===== src/rtl/mc_pkg.sv =====
// Shared definitions for the multicycle RISC-V control FSM:
// state encodings, opcodes, datapath select encodings and ALU operation codes.
package mc_pkg;

    // 4-bit state encoding for the control FSM
    typedef logic [3:0] state_t;

    localparam state_t S_FETCH    = 4'd0;
    localparam state_t S_DECODE   = 4'd1;
    localparam state_t S_MEMADR   = 4'd2;
    localparam state_t S_MEMREAD  = 4'd3;
    localparam state_t S_MEMWB    = 4'd4;
    localparam state_t S_MEMWRITE = 4'd5;
    localparam state_t S_EXECR    = 4'd6;
    localparam state_t S_EXECI    = 4'd7;
    localparam state_t S_ALUWB    = 4'd8;
    localparam state_t S_BRANCH   = 4'd9;
    localparam state_t S_JAL      = 4'd10;
    localparam state_t S_JALR     = 4'd11;

    // RV32I opcodes handled by this controller
    localparam logic [6:0] OP_LOAD   = 7'b0000011;
    localparam logic [6:0] OP_STORE  = 7'b0100011;
    localparam logic [6:0] OP_RTYPE  = 7'b0110011;
    localparam logic [6:0] OP_ITYPE  = 7'b0010011;
    localparam logic [6:0] OP_BRANCH = 7'b1100011;
    localparam logic [6:0] OP_JAL    = 7'b1101111;
    localparam logic [6:0] OP_JALR   = 7'b1100111;

    // Branch flavours distinguished by funct3
    localparam logic [2:0] F3_BEQ = 3'b000;
    localparam logic [2:0] F3_BNE = 3'b001;

    typedef enum logic [1:0] {
        RES_ALUOUT    = 2'b00,
        RES_DATA      = 2'b01,
        RES_ALURESULT = 2'b10
    } result_src_e;

    typedef enum logic [1:0] {
        SRCA_PC    = 2'b00,
        SRCA_OLDPC = 2'b01,
        SRCA_RS1   = 2'b10
    } alu_src_a_e;

    typedef enum logic [1:0] {
        SRCB_RS2  = 2'b00,
        SRCB_IMM  = 2'b01,
        SRCB_FOUR = 2'b10
    } alu_src_b_e;

    typedef enum logic [1:0] {
        IMM_I = 2'b00,
        IMM_S = 2'b01,
        IMM_B = 2'b10,
        IMM_J = 2'b11
    } imm_src_e;

    typedef enum logic [1:0] {
        ALUOP_ADD   = 2'b00,
        ALUOP_SUB   = 2'b01,
        ALUOP_FUNCT = 2'b10
    } alu_op_e;

    // ALU operation codes seen by the datapath ALU
    localparam logic [2:0] ALU_ADD = 3'b000;
    localparam logic [2:0] ALU_SUB = 3'b001;
    localparam logic [2:0] ALU_AND = 3'b010;
    localparam logic [2:0] ALU_OR  = 3'b011;
    localparam logic [2:0] ALU_XOR = 3'b100;
    localparam logic [2:0] ALU_SLT = 3'b101;
    localparam logic [2:0] ALU_SLL = 3'b110;
    localparam logic [2:0] ALU_SRL = 3'b111;

    // True for every opcode the FSM knows how to sequence
    function automatic logic is_supported_op(input logic [6:0] opc);
        return (opc == OP_LOAD)   || (opc == OP_STORE) ||
               (opc == OP_RTYPE)  || (opc == OP_ITYPE) ||
               (opc == OP_BRANCH) || (opc == OP_JAL)   ||
               (opc == OP_JALR);
    endfunction

endpackage


===== src/rtl/aludec.sv =====
// ALU decoder: turns the FSM's ALUOp plus funct3/funct7_5 into the ALU
// operation code. funct7_5 is expected to be pre-qualified as "R-type sub".
module aludec
    import mc_pkg::*;
(
    input  logic [1:0] ALUOp,
    input  logic [2:0] funct3,
    input  logic       funct7_5,
    output logic [2:0] ALUControl
);

    // Select add/sub directly, otherwise decode the instruction's funct3
    always_comb begin
        ALUControl = ALU_ADD;
        case (ALUOp)
            ALUOP_ADD: ALUControl = ALU_ADD;
            ALUOP_SUB: ALUControl = ALU_SUB;
            ALUOP_FUNCT: begin
                case (funct3)
                    3'b000:  ALUControl = funct7_5 ? ALU_SUB : ALU_ADD;
                    3'b001:  ALUControl = ALU_SLL;
                    3'b010:  ALUControl = ALU_SLT;
                    3'b011:  ALUControl = ALU_SLT;
                    3'b100:  ALUControl = ALU_XOR;
                    3'b101:  ALUControl = ALU_SRL;
                    3'b110:  ALUControl = ALU_OR;
                    3'b111:  ALUControl = ALU_AND;
                    default: ALUControl = ALU_ADD;
                endcase
            end
            default: ALUControl = ALU_ADD;
        endcase
    end

endmodule


===== src/rtl/mc_controller.sv =====
// Multicycle RISC-V control FSM for a shared-memory, single-ALU datapath.
// Sequences lw, sw, R-type, I-type ALU, beq, bne, jal and jalr, stalling in
// FETCH/MEMREAD/MEMWRITE until the memory signals ready.
// Optional build macro: MCCTRL_PERF_EN adds cycle_cnt and instret_cnt outputs.
module mc_controller
    import mc_pkg::*;
(
    input  logic       clk,
    input  logic       rst,
    input  logic [6:0] op,
    input  logic [2:0] funct3,
    input  logic       funct7_5,
    input  logic       Zero,
    input  logic       mem_ready,
    output logic       mem_req,
    output logic       MemWrite,
    output logic       AdrSrc,
    output logic       IRWrite,
    output logic       PCWrite,
    output logic       RegWrite,
    output logic [1:0] ResultSrc,
    output logic [1:0] ALUSrcA,
    output logic [1:0] ALUSrcB,
    output logic [1:0] ImmSrc,
    output logic [2:0] ALUControl,
    output logic       illegal_instr
`ifdef MCCTRL_PERF_EN
    ,
    output logic [31:0] cycle_cnt,
    output logic [31:0] instret_cnt
`endif
);

    state_t     state_q;
    state_t     state_d;
    logic [1:0] aluOp;
    logic       rTypeSub;
    logic [2:0] aluControlRaw;

    // State register; reset always lands in FETCH, aborting any instruction
    always_ff @(posedge clk) begin
        if (rst) begin
            state_q <= S_FETCH;
        end else begin
            state_q <= state_d;
        end
    end

    // Next-state logic; memory states hold until mem_ready is sampled high
    always_comb begin
        state_d = S_FETCH;
        case (state_q)
            S_FETCH:    state_d = mem_ready ? S_DECODE : S_FETCH;
            S_DECODE: begin
                case (op)
                    OP_LOAD, OP_STORE: state_d = S_MEMADR;
                    OP_RTYPE:          state_d = S_EXECR;
                    OP_ITYPE:          state_d = S_EXECI;
                    OP_JAL:            state_d = S_JAL;
                    OP_JALR:           state_d = S_JALR;
                    OP_BRANCH:         state_d = S_BRANCH;
                    default:           state_d = S_FETCH;
                endcase
            end
            S_MEMADR:   state_d = (op == OP_STORE) ? S_MEMWRITE : S_MEMREAD;
            S_MEMREAD:  state_d = mem_ready ? S_MEMWB : S_MEMREAD;
            S_MEMWB:    state_d = S_FETCH;
            S_MEMWRITE: state_d = mem_ready ? S_FETCH : S_MEMWRITE;
            S_EXECR:    state_d = S_ALUWB;
            S_EXECI:    state_d = S_ALUWB;
            S_ALUWB:    state_d = S_FETCH;
            S_BRANCH:   state_d = S_FETCH;
            S_JALR:     state_d = S_JAL;
            S_JAL:      state_d = S_ALUWB;
            default:    state_d = S_FETCH;
        endcase
    end

    // Per-state datapath controls; everything is forced low while rst is high
    always_comb begin
        mem_req       = 1'b0;
        MemWrite      = 1'b0;
        AdrSrc        = 1'b0;
        IRWrite       = 1'b0;
        PCWrite       = 1'b0;
        RegWrite      = 1'b0;
        ResultSrc     = RES_ALUOUT;
        ALUSrcA       = SRCA_PC;
        ALUSrcB       = SRCB_RS2;
        aluOp         = ALUOP_ADD;
        illegal_instr = 1'b0;
        case (state_q)
            S_FETCH: begin
                mem_req   = 1'b1;
                ALUSrcA   = SRCA_PC;
                ALUSrcB   = SRCB_FOUR;
                ResultSrc = RES_ALURESULT;
                IRWrite   = mem_ready;
                PCWrite   = mem_ready;
            end
            S_DECODE: begin
                ALUSrcA       = SRCA_OLDPC;
                ALUSrcB       = SRCB_IMM;
                illegal_instr = !is_supported_op(op);
            end
            S_MEMADR: begin
                ALUSrcA = SRCA_RS1;
                ALUSrcB = SRCB_IMM;
            end
            S_MEMREAD: begin
                mem_req = 1'b1;
                AdrSrc  = 1'b1;
            end
            S_MEMWB: begin
                ResultSrc = RES_DATA;
                RegWrite  = 1'b1;
            end
            S_MEMWRITE: begin
                mem_req  = 1'b1;
                MemWrite = 1'b1;
                AdrSrc   = 1'b1;
            end
            S_EXECR: begin
                ALUSrcA = SRCA_RS1;
                ALUSrcB = SRCB_RS2;
                aluOp   = ALUOP_FUNCT;
            end
            S_EXECI: begin
                ALUSrcA = SRCA_RS1;
                ALUSrcB = SRCB_IMM;
                aluOp   = ALUOP_FUNCT;
            end
            S_ALUWB: begin
                ResultSrc = RES_ALUOUT;
                RegWrite  = 1'b1;
            end
            S_BRANCH: begin
                ALUSrcA   = SRCA_RS1;
                ALUSrcB   = SRCB_RS2;
                aluOp     = ALUOP_SUB;
                ResultSrc = RES_ALUOUT;
                PCWrite   = ((funct3 == F3_BEQ) &&  Zero) ||
                            ((funct3 == F3_BNE) && !Zero);
            end
            S_JALR: begin
                ALUSrcA = SRCA_RS1;
                ALUSrcB = SRCB_IMM;
            end
            S_JAL: begin
                ALUSrcA   = SRCA_OLDPC;
                ALUSrcB   = SRCB_FOUR;
                ResultSrc = RES_ALUOUT;
                PCWrite   = 1'b1;
            end
            default: begin
                mem_req = 1'b0;
            end
        endcase
        if (rst) begin
            mem_req       = 1'b0;
            MemWrite      = 1'b0;
            AdrSrc        = 1'b0;
            IRWrite       = 1'b0;
            PCWrite       = 1'b0;
            RegWrite      = 1'b0;
            ResultSrc     = 2'b00;
            ALUSrcA       = 2'b00;
            ALUSrcB       = 2'b00;
            aluOp         = ALUOP_ADD;
            illegal_instr = 1'b0;
        end
    end

    // Immediate format follows the opcode directly, independent of state
    always_comb begin
        case (op)
            OP_STORE:  ImmSrc = IMM_S;
            OP_BRANCH: ImmSrc = IMM_B;
            OP_JAL:    ImmSrc = IMM_J;
            default:   ImmSrc = IMM_I;
        endcase
        if (rst) begin
            ImmSrc = 2'b00;
        end
    end

    // funct7_5 only selects subtract for register-register ops (addi has imm bit 30)
    assign rTypeSub   = funct7_5 && (op == OP_RTYPE);
    assign ALUControl = rst ? 3'b000 : aluControlRaw;

    aludec u_aludec (
        .ALUOp      (aluOp),
        .funct3     (funct3),
        .funct7_5   (rTypeSub),
        .ALUControl (aluControlRaw)
    );

`ifdef MCCTRL_PERF_EN
    logic [31:0] cycleCnt_q;
    logic [31:0] instretCnt_q;
    logic        retire;

    // An instruction retires when its final state hands back to FETCH
    assign retire = (state_d == S_FETCH) &&
                    ((state_q == S_MEMWB) || (state_q == S_MEMWRITE) ||
                     (state_q == S_ALUWB) || (state_q == S_BRANCH));

    // Free-running cycle and retired-instruction counters, wrapping at 2^32
    always_ff @(posedge clk) begin
        if (rst) begin
            cycleCnt_q   <= 32'd0;
            instretCnt_q <= 32'd0;
        end else begin
            cycleCnt_q   <= cycleCnt_q + 32'd1;
            instretCnt_q <= instretCnt_q + {31'd0, retire};
        end
    end

    assign cycle_cnt   = cycleCnt_q;
    assign instret_cnt = instretCnt_q;
`endif

endmodule

===== config.mk =====
export PLATFORM = sky130hd
export DESIGN_NAME = mc_controller
export DESIGN_NICKNAME = d
export VERILOG_FILES = /design/src/rtl/mc_pkg.sv /design/src/rtl/aludec.sv /design/src/rtl/mc_controller.sv
export SDC_FILE = /design/constraint.sdc
export NUM_CORES = 1
export LEC_CHECK = 0
export CORE_MARGIN = 5
export CORE_UTILIZATION = 37
export DETAILED_ROUTE_END_ITERATION = 10
export GPL_TIMING_DRIVEN = 0
export PLACE_DENSITY = 0.75
export SLEW_MARGIN = 20
export SYNTH_ARGS = -nofsm -noshare
export SYNTH_HDL_FRONTEND = slang
export SYNTH_SLANG_ARGS = --single-unit

===== constraint.sdc =====
create_clock -name clk -period 2 [get_ports clk]
set_clock_uncertainty 0.05 [all_clocks]
set_input_delay 0.4 -clock clk [delete_from_list [all_inputs] [get_ports clk]]
set_output_delay 0.4 -clock clk [all_outputs]
set_load 0.005 [all_outputs]

==> results.md <==
* Clk pwr share at 0.299
* Synth top area share at 0.1070
* Reg-to-reg endpoint: state_q[1]
* PortBufs at 31
* Die area at just over 3000 um^2
* WHS Endpoint: state_q[0]
* Crit-path max FO at 5
* Main synth FF type: dfxtp_1
* Hold_ws at slightly above 0.6 ns
* RSZ-0062 raised after global routing: true
* Largest net degree at the start of global routing at 11
* NetSw at about 110 uW
* Vias in the first global route at 1027
* Post-synth ARST share at 0
* Fmax at 462.8 MHz
* Clock sinks at 4
* CTS root buffer: clkbuf_4
* Synth area leader: dfxtp_1
* Synth top area cells: dfxtp_1, nor2_1, and2_1
* CP Class: reg -> out
* Met3 WL at 223 um
* Syn Inst Count at around 110
* Seq pwr share at 0.247
* Worst setup SP type: flop
* Post-DR wirelength/cell at 16.60 um
* Met1 WL at 1213 um
* Crit path max-delay family: simple AND/OR/NAND/NOR gates
* Worst slew pin tran at 0.5087 ns
* Biggest regs: state_q x4
* Hold Path Class: in -> reg
* Leakage power at roughly 0.00062 uW
* Final design utilization at 0.7564
* Clock Path Buffers at 2
* Status: finished, violations left
* Max-Cap Viols at 0
* PnR worst setup slack at -0.1607 ns
* Synth Net Count at about 120
* Slowest stage delay, CP at approximately 0.31 ns
* Antenna violations before repair at 0
* Post-route ant nets at 0
* Register bit count reported by yosys at 4
* Crit. End Element: output pin
* Worst hold path startpoint: rst
* Worst Path Required at approximately 1.6 ns
* Yosys warnings at 0
* Critical path's slowest cell: dfxtp_1
* Critical path buffer and inverter count at 2
* Reg2reg setup slack at ~0.52 ns
* Switching share of power at 0.3319
* Netlist Area Pre-Place at around 750 um^2
* Via density at roughly 5.7
* CTS H-tree lvls at 1
* CTS Buf Count at 3
* Endpoints failing setup at 5
* CTS tree: yes
* Fin crit period at 2.161 ns
* Aggregate global-route resource usage at 0.2037
* Pwr Density at 225.5 nW/um^2
* 1st-iter DRT viols at 27
* Height of the die at 54.97 um
* DRT Pass-1 Iters at 4
* Top sig layer: met4
* Congestion Overflow GR at 0
* R2R cell count at 6
* Routed wl met2 at about 1700 um
* Peak supply drop at roughly 260 uV
* Fin crit share at 1.080
* Worst path cell trace: buf_6 -> nor2b_4 -> and3_4 -> ha_4 -> a211oi_2 -> o311a_1 -> buf_2
* DIE WIDTH at ~55 um
* Number of synthesized flops with an enable pin at 0
* Antenna cells at 0
* First-pass GRT wire length at approximately 4500 um
* Worst-Skew Late Latency at 0.24 ns
* CTS clk-pin slew, worst paths at 0.04 ns
* Io pins at 33
* WHS Path Cells at 3
* Vias at approximately 1100
* Core ar. at just under 2000 um^2
* Syn Area/Cell at 7.059 um^2
* Internal power at 221.3 uW
* Initial Util at 0.3853
* Slew HR at 0.6561
* Failing checks: negative setup slack
* Row Count at 16
* Post-synthesis sequential area ratio at 0.1070
* Ratio of cells with drive above 1 in the final layout at 0.5000
* Number of distinct library cells after synthesis at 44
* Worst Path Arrival at between 1.5 and 2 ns
* Reg with most FFs: state_q
* Fin nets at between 150 and 200
* Max FFs per register at 4
* Drt drc at 0
* Slew Limit Fails at 0
* DP Worst Slack at -1.002 ns
* Drt total wl at between 3000 and 4000 um
* Logic gate share of total power at 0.454
* GP Congestion at 0.8334
* Synthesis-to-finish area growth at 96.32%
* Crit Reg-Reg Startpoint: state_q[2]
* Endpoints failing hold at 0
* Post-DP HPWL at roughly 1800 um
[metal layers]
| layer | GRT usage | vias to the layer above |
|---|---|---|
| li1 | - | 503 |
| met2 | 0.3937 | 60 |
| met3 | 0.03753 | 4 |
| met4 | 0.04858 | 0 |
| met5 | 0 | - |
| met1 | 0.2254 | 503 |
[placed cells by master (no fill, tap or decap), types with 2 or more instances in the layout]
cell | Yosys | layout
dlygate4sd2_1 | 0 | 12
nand2b_1 | 4 | 2
nor2_1 | 11 | 6
nand3_1 | 3 | 3
clkdlybuf4s50_1 | 0 | 3
nor3_1 | 4 | 2
o32a_1 | 2 | 2
mux2i_1 | 2 | 2
o21ai_0 | 4 | 3
inv_1 | 6 | 5
buf_6 | 1 | 6
nor3_2 | 0 | 2
nand2_1 | 7 | 5
nor4_4 | 0 | 2
clkdlybuf4s15_1 | 0 | 2
clkbuf_4 | 0 | 4
dlymetal6s2s_1 | 0 | 2
nand2_2 | 0 | 2
nor2_2 | 0 | 4
clkbuf_2 | 0 | 3
and2_1 | 6 | 4
nor4_2 | 0 | 2
buf_2 | 4 | 10
buf_4 | 1 | 19
nor4b_4 | 1 | 2
dfxtp_4 | 0 | 2
a21oi_1 | 6 | 6
a211oi_2 | 0 | 2
nand2b_4 | 0 | 2
ha_4 | 0 | 2
and2_4 | 0 | 2
[synth_stat cells (3+ instances only)]
cell type  number
nor2_1         11
nand2_1         7
a21oi_1         6
and2_1          6
inv_1           6
buf_2           4
dfxtp_1         4
nand2b_1        4
nor3_1          4
nor4_1          4
o21ai_0         4
a211oi_1        3
nand3_1         3
xnor2_1         3
[power groups by stage]
stage | combinational (uW) | clock (uW) | sequential [uW]
finish | 150 | 99.1 | 81.9
global route | 162 | 106 | 82.1
CTS | 128 | 101 | 81.5
detailed placement | 122 | 0 | 84.6
global placement | 120 | 0 | 84.6
floorplan | 55.2 | 0 | 84.3
[kinds of logic (layout without fill, tap and decap cells)]
family	after synthesis	count (layout)	synth area share
AO/OA/AOI/OAI	24	24	0.2258
XOR/XNOR	4	4	0.04683
adder cells (fa/ha/maj)	2	2	0.03344
buffers and inverters	14	70	0.09198
flip-flops	4	4	0.1070
multiplexers	2	2	0.02676
AND/OR/NAND/NOR	56	56	0.4682
[worst reg2reg max path: stages (launching register included)]
cell and delay [ns]:
dfxtp_4 0.34, buf_4 0.15, nor4b_4 0.28, buf_4 0.17
a41oi_1 0.11, o22a_1 0.22, nor2_1 0.08
[stage by stage]
stage                     instances  cell area, um^2  TNS (ns)  total power [uW]
after detailed placement        164             1097    -8.706             206.3
after floorplan                 106            753.2         0             139.5
after CTS                       182             1336   -0.7261             310.8
after global placement          164             1097    -8.596             204.4
final                           189             1469   -0.7244             331.2
after global routing            189             1469    -1.236             349.4
[how the worst max path moves through the flow]
stage | startpoint | to | slack [ns] | depth (start not counted)
floorplan | state_q[3] | ALUControl[2] | 0.008 | 7
global placement | rst | ALUControl[2] | -0.98 | 7
detailed placement | rst | ALUControl[2] | -1.00 | 7
CTS | state_q[3] | ALUControl[0] | -0.22 | 9
global route | funct7_5 | ALUControl[0] | -0.26 | 6
finish | state_q[1] | ALUControl[2] | -0.16 | 7
[what timing repair did]
action	4_1_cts	5_1_grt
gates cloned	2	0
resized for setup	86	34
pin swaps	14	9
endpoints found under the setup margin	18	13
setup buffers	14	7
hold buffers	0	0
[layout make-up]
cell class	count	area, um^2
multi-input cells	88	805.8
fillers	142	473.0
repair buffers	54	421.7
flip-flops and latches	4	88.84
plain buffers	7	71.32
well taps	27	33.78
inverters	6	25.02
clock buffers	3	22.52
(Power assumes the default switching activity.)
